$ cat src/rtl/menu_select.sv
`default_nettype none
// ============================================================================
// Module   : menu_select
// Purpose  : Debounced three-button menu navigator. Up/Down move the
//            highlighted item (1..NUM_ITEMS, wrapping) while the top level
//            sits in the menu; Centre produces a one-cycle select strobe.
// Options  : define MENU_AUTOREPEAT_EN to build in hold-to-repeat for Up/Down.
// Revision : 1.0  initial release
// ============================================================================
module menu_select #(
   parameter int NUM_ITEMS   = 4,
   parameter int DB_CYCLES   = 100000,
   parameter int HOLD_CYCLES = 25000000,
   parameter int RPT_CYCLES  = 10000000
) (
   input  logic       clk,
   input  logic       rstn,
   input  logic       btnU,
   input  logic       btnD,
   input  logic       btnC,
   input  logic [2:0] state,
   output logic [2:0] menu_flag,
   output logic       sel_pulse,
   output logic       move_pulse
);

   localparam int         c_DB_W = (DB_CYCLES > 1) ? $clog2(DB_CYCLES + 1) : 1;
   localparam logic [2:0] c_NUM  = 3'(NUM_ITEMS);
   localparam int         c_BU   = 0;
   localparam int         c_BD   = 1;
   localparam int         c_BC   = 2;

   typedef enum logic [0:0] {
      NAV    = 1'b0,
      FROZEN = 1'b1
   } nav_state_t;

   // Elaboration-time sanity checks on the configuration
   if (NUM_ITEMS < 1 || NUM_ITEMS > 7) begin : g_bad_num_items
      $error("menu_select: NUM_ITEMS must be in 1..7");
   end
   if (DB_CYCLES < 1 || HOLD_CYCLES < 1 || RPT_CYCLES < 1) begin : g_bad_timing
      $error("menu_select: DB/HOLD/RPT cycle counts must be at least 1");
   end

   logic [2:0] w_raw;
   logic [2:0] r_sync1;
   logic [2:0] r_sync2;
   logic [2:0] w_deb;
   logic [2:0] r_deb_q;
   logic [2:0] r_ev;
   nav_state_t r_fsm;
   logic       w_rpt_up;
   logic       w_rpt_dn;
   logic       w_up;
   logic       w_dn;
   logic       w_sel;
   logic       w_move;

   assign w_raw = {btnC, btnD, btnU};

   // Two-flop synchronizers bring the asynchronous buttons into the clk domain
   always_ff @(posedge clk) begin
      if (!rstn) begin
         r_sync1 <= 3'b000;
         r_sync2 <= 3'b000;
      end else begin
         r_sync1 <= w_raw;
         r_sync2 <= r_sync1;
      end
   end

   for (genvar gi = 0; gi < 3; gi++) begin : g_debounce
      logic [c_DB_W-1:0] r_cnt;
      logic              r_lvl;

      // Accept a new level only after it has been stable for DB_CYCLES; any
      // agreeing cycle restarts the count so short glitches are ignored
      always_ff @(posedge clk) begin
         if (!rstn) begin
            r_cnt <= '0;
            r_lvl <= 1'b0;
         end else if (r_sync2[gi] == r_lvl) begin
            r_cnt <= '0;
         end else if (r_cnt == c_DB_W'(DB_CYCLES - 1)) begin
            r_cnt <= '0;
            r_lvl <= ~r_lvl;
         end else begin
            r_cnt <= r_cnt + 1'b1;
         end
      end

      assign w_deb[gi] = r_lvl;
   end

   // Registered rising-edge detect: one press event per debounced 0->1
   always_ff @(posedge clk) begin
      if (!rstn) begin
         r_deb_q <= 3'b000;
         r_ev    <= 3'b000;
      end else begin
         r_deb_q <= w_deb;
         r_ev    <= w_deb & ~r_deb_q;
      end
   end

`ifdef MENU_AUTOREPEAT_EN
   localparam int c_RPT_MAX = (HOLD_CYCLES > RPT_CYCLES) ? HOLD_CYCLES : RPT_CYCLES;
   localparam int c_RPT_W   = $clog2(c_RPT_MAX + 1);

   logic [c_RPT_W-1:0] r_rpt_cnt;
   logic               r_rpt_phase;
   logic [1:0]         r_rpt_ev;
   logic               w_rpt_act;
   logic [c_RPT_W-1:0] w_rpt_lim;

   // Repeat only while exactly one direction is held and the menu is live.
   // The hold limit is one larger than the repeat limit because the first
   // move already trails the debounced edge by the registered event stage.
   assign w_rpt_act = (r_fsm == NAV) && (w_deb[c_BU] ^ w_deb[c_BD]);
   assign w_rpt_lim = r_rpt_phase ? c_RPT_W'(RPT_CYCLES - 1) : c_RPT_W'(HOLD_CYCLES);

   // Hold-then-repeat timer emitting synthetic Up/Down events
   always_ff @(posedge clk) begin
      if (!rstn || !w_rpt_act) begin
         r_rpt_cnt   <= '0;
         r_rpt_phase <= 1'b0;
         r_rpt_ev    <= 2'b00;
      end else if (r_rpt_cnt == w_rpt_lim) begin
         r_rpt_cnt   <= '0;
         r_rpt_phase <= 1'b1;
         r_rpt_ev    <= w_deb[1:0];
      end else begin
         r_rpt_cnt   <= r_rpt_cnt + 1'b1;
         r_rpt_ev    <= 2'b00;
      end
   end

   assign w_rpt_up = r_rpt_ev[c_BU];
   assign w_rpt_dn = r_rpt_ev[c_BD];
`else
   assign w_rpt_up = 1'b0;
   assign w_rpt_dn = 1'b0;
`endif

   // A select in the same cycle wins over a move so the item latched with
   // sel_pulse is the one that was highlighted when Centre was pressed
   assign w_up   = r_ev[c_BU] | w_rpt_up;
   assign w_dn   = r_ev[c_BD] | w_rpt_dn;
   assign w_sel  = r_ev[c_BC];
   assign w_move = (r_fsm == NAV) && (w_up ^ w_dn) && !w_sel && (c_NUM > 3'd1);

   // Navigation FSM and registered outputs
   always_ff @(posedge clk) begin
      if (!rstn) begin
         r_fsm      <= NAV;
         menu_flag  <= 3'd1;
         sel_pulse  <= 1'b0;
         move_pulse <= 1'b0;
      end else begin
         r_fsm      <= (state == 3'd0) ? NAV : FROZEN;
         sel_pulse  <= w_sel;
         move_pulse <= w_move;
         if (w_move) begin
            if (w_up) begin
               menu_flag <= (menu_flag <= 3'd1) ? c_NUM : menu_flag - 3'd1;
            end else begin
               menu_flag <= (menu_flag >= c_NUM) ? 3'd1 : menu_flag + 3'd1;
            end
         end
      end
   end

endmodule
`default_nettype wire

$ cat config.mk
export PLATFORM = sky130hd
export DESIGN_NAME = menu_select
export DESIGN_NICKNAME = d
export VERILOG_FILES = /design/src/rtl/menu_select.sv
export SDC_FILE = /design/constraint.sdc
export NUM_CORES = 1
export LEC_CHECK = 0
export CAP_MARGIN = 30
export CORE_UTILIZATION = 52
export CTS_CLUSTER_DIAMETER = 200
export CTS_CLUSTER_SIZE = 24
export DETAILED_ROUTE_END_ITERATION = 7
export GPL_TIMING_DRIVEN = 0
export PLACE_DENSITY_LB_ADDON = 0.25
export RECOVER_POWER = 50
export SLEW_MARGIN = 20
export SYNTH_ARGS = -nofsm -noshare
export SYNTH_HDL_FRONTEND = slang
export SYNTH_SLANG_ARGS = --single-unit
export TNS_END_PERCENT = 10
$ cat constraint.sdc
create_clock -name clk -period 1.9 [get_ports clk]
set_input_delay 0.38 -clock clk [delete_from_list [all_inputs] [get_ports clk]]
set_output_delay 0.38 -clock clk [all_outputs]
set_load 0.1 [all_outputs]
==> impl_metrics.toml, run 1 <==
[pwr]
internal-power_mw = 2.16
clkPwrFrac_pct = 43.7
power_density_nw_per_um2 = 796
ir_drop_mv = 0.395
netSwitchingFraction_pct = 22.5
p_total_mw = 2.79
pwr-share-comb_pct = 1.8
p_sw_mw = 0.628
seq_power_share_pct = 54.6
power_leakage_nw = 1.22

[global_route]
grt_pass1_wl_um = 9470
grt_max_degree = 15
antenna_found_initial = 0
grtUsageTotal_pct = 19.2
grt_pass1_vias = 2211
gr-usage-met1_pct = 24.6
grt_overflow = 0
grt_busiest_layer = "met2"
met2_usage_pct = 30.3
grtUsageMet3_pct = 3.95

[synth]
synth.avg_cell_area_sq_um = 9.13
yosysSeqAreaShare_pct = 47.3
synthesis.area_sq_um = 3050
synth_edf_count = 0
yosys_register_bits = 72
synthesis.nets = 349
synth_flop_cell = "dfxtp_1"
yosysTopAreaCell = "dfxtp_1"
synth_warnings = 0
postSynthCellCount = 334
synth_cell_types = 38
synthArstFlopShare_pct = 0
synthTopCellsByArea = "dfxtp_1 (47%), xor2_1 (7.5%), nor2_1 (6.9%), xnor2_1 (5.7%), nand4_1 (4.5%)"
synth_top_area_share_pct = 47.3

[floorplanning]
die_w_um = 78.6
ios = 13
die-area_sq_um = 6180
die_height_um = 78.6
initial_utilization_pct = 54.7
std_cell_rows = 27
core-area_sq_um = 5570

[setup_path]
cp_slowest_cell = "dlygate4sd2_1"
crit_fanout = 1
max_stage_delay_ns = 0.84
criticalPathCategory = "register to primary output"
worstPathCellList = "dlygate4sd2_1"
critical_path.top_delay_family = "buffers and inverters"
end_kind = "primary output"
start_kind = "register"
worst_ep_required_time_ns = 1.52
crit_buf_inv = 1
arrival_ns = 1.49

[sta]
slew_violations = 0
finClkSkew_ns = 0.00991
finalSetupViolCount = 0
finalCritPeriodShare_pct = 98.2
slew_headroom_pct = 37.2
finalHoldViolCount = 0
finalSetupTns_ns = 0
finalCriticalPeriod_ns = 1.87
tightestPinTransition_ns = 0.946
rsz0062_at_grt = "true"
fmax_mhz = 536

[clock_tree]
cts_buffers = 9
h-tree-depth = 3
root_buffer = "clkbuf_8"
path_clk_slew_ns = 0.08
cts.sinks = 72
insertion_delay_ns = 0.34
clockBufferDepth = 2
cts_tree = "done"

[drt]
firstDrtPassIters = 4
vias_per_cell = 5.33
wl_per_cell_um = 12.5
route.detailed.drc = 0
drtAntennaViolNets = 0
drt_iter0_markers = 110
vias = 2319
postRouteWirelength_um = 5440

[hold_path]
hold_class = "register to register"

[cells_and_area]
n_antenna_cell = 0
area_growth_pct = 14.9
stdcell_count = 435
layout_commonest_cell = "dfxtp_1"
fin_nets = 373
mostFrequentLayoutCells = "dfxtp_1 (69), nor2_1 (56), xor2_1 (26)"
drive_above_1_share_pct = 9.92

[placement]
portBuffers = 12
dpl.hpwl_um = 3670
dp.cells = 418
finalWeightedCongestion = 0.795

[status]
outcome = "finished, final reports clean"

[run]
max-cap-violations = 0
Yosys cell counts, types with 2 or more instances:
cell type	number
nor4bb_1	3
nand2_1	17
or3_1	4
buf_2	5
nand3_1	19
nand4_1	22
and2_1	10
and4_1	6
and3_1	5
nor2_1	56
dfxtp_1	72
a21oi_1	5
xor2_1	26
clkbuf_1	3
xnor2_1	20
o21ai_0	4
nor3_1	7
nor2b_1	2
inv_1	12
ha_1	7
mux2i_1	3
nor4_1	10
logic make-up after synthesis:
family	after synthesis	share of synthesized area, %
compound gates	17	3.81
xor+xnor	46	13.2
fa+ha+maj	7	2.87
buf+inv	21	3.03
flops	72	47.3
mux	3	0.984
simple gates	168	28.8
power by group through the flow:
stage | clock network [mW] | registers (mW) | logic, mW
4_1_cts | 1.24 | 1.52 | 0.0491
3_3_place_gp | 0 | 1.56 | 0.0460
5_1_grt | 1.32 | 1.52 | 0.0550
6_report | 1.22 | 1.52 | 0.0497
2_1_floorplan | 0 | 1.56 | 0.0232
3_5_place_dp | 0 | 1.56 | 0.0465
cell type report:
type | instances | area (sq um)
buffer | 9 | 57.6
clock buffer | 9 | 124
clock inverter | 7 | 80.1
fill | 487 | 2070
inverter | 12 | 45.0
multi-input combinational | 241 | 1530
sequential | 72 | 1450
tap | 72 | 90.1
timing repair buffer | 13 | 130
flip-flops by register name, indices dropped and copies added (netlist names):
signal,flops
g_debounce.r_cnt,51
g_debounce.r_lvl,3
menu_flag,3
move_pulse,1
r_deb_q,3
r_ev,3
r_fsm,1
r_sync1,3
r_sync2,3
sel_pulse,1
worst paths after layout:
check | cells past startpoint | slack (ns) | startpoint | to
setup reg to reg | 5 | 0.10 | g_debounce[1].r_cnt[6] | g_debounce[1].r_cnt[14]
hold reg to reg | 1 | 0.39 | r_deb_q[0] | r_ev[0]
hold / removal | 1 | 0.39 | r_deb_q[0] | r_ev[0]
setup / recovery | 1 | 0.03 | sel_pulse | sel_pulse
layer usage:
layer	vias up	share of wire [%]	wire length, um
met5	-	0	0
met4	0	1.3	71
met3	6	3.3	179
met2	42	46	2480
met1	1071	50	2710
li1	1200	-	-
metrics by stage:
stage	instance area [sq um]	hold WS, ns	setup WS [ns]	util [%]
after global routing	3500	0.406	-0.0120	62.9
after floorplan	3050	0.367	0.0227	-
final	3500	0.391	0.0343	62.9
after detailed placement	3260	0.381	-0.145	58.5
after global placement	3260	0.374	-0.120	58.5
after CTS	3490	0.394	0.0206	62.6
repair_timing:
action | 4_1_cts | 5_1_grt
pin swaps | 0 | 2
endpoints found under the setup margin | 25 | 25
hold buffers | 0 | 0
setup buffers | 0 | 1
resized for setup | 16 | 5
Note: power is estimated with default switching activity, not from simulation.
==> run 2, diff against run 1 <==
--- a/config.mk
+++ b/config.mk
@@ -7,7 +7,6 @@
 export LEC_CHECK = 0
 export CAP_MARGIN = 30
 export CORE_UTILIZATION = 52
-export CTS_CLUSTER_DIAMETER = 200
 export CTS_CLUSTER_SIZE = 24
 export DETAILED_ROUTE_END_ITERATION = 7
 export GPL_TIMING_DRIVEN = 0
==> results of run 2 <==
Final layout, timing and power as in run 1 (identical DEF).
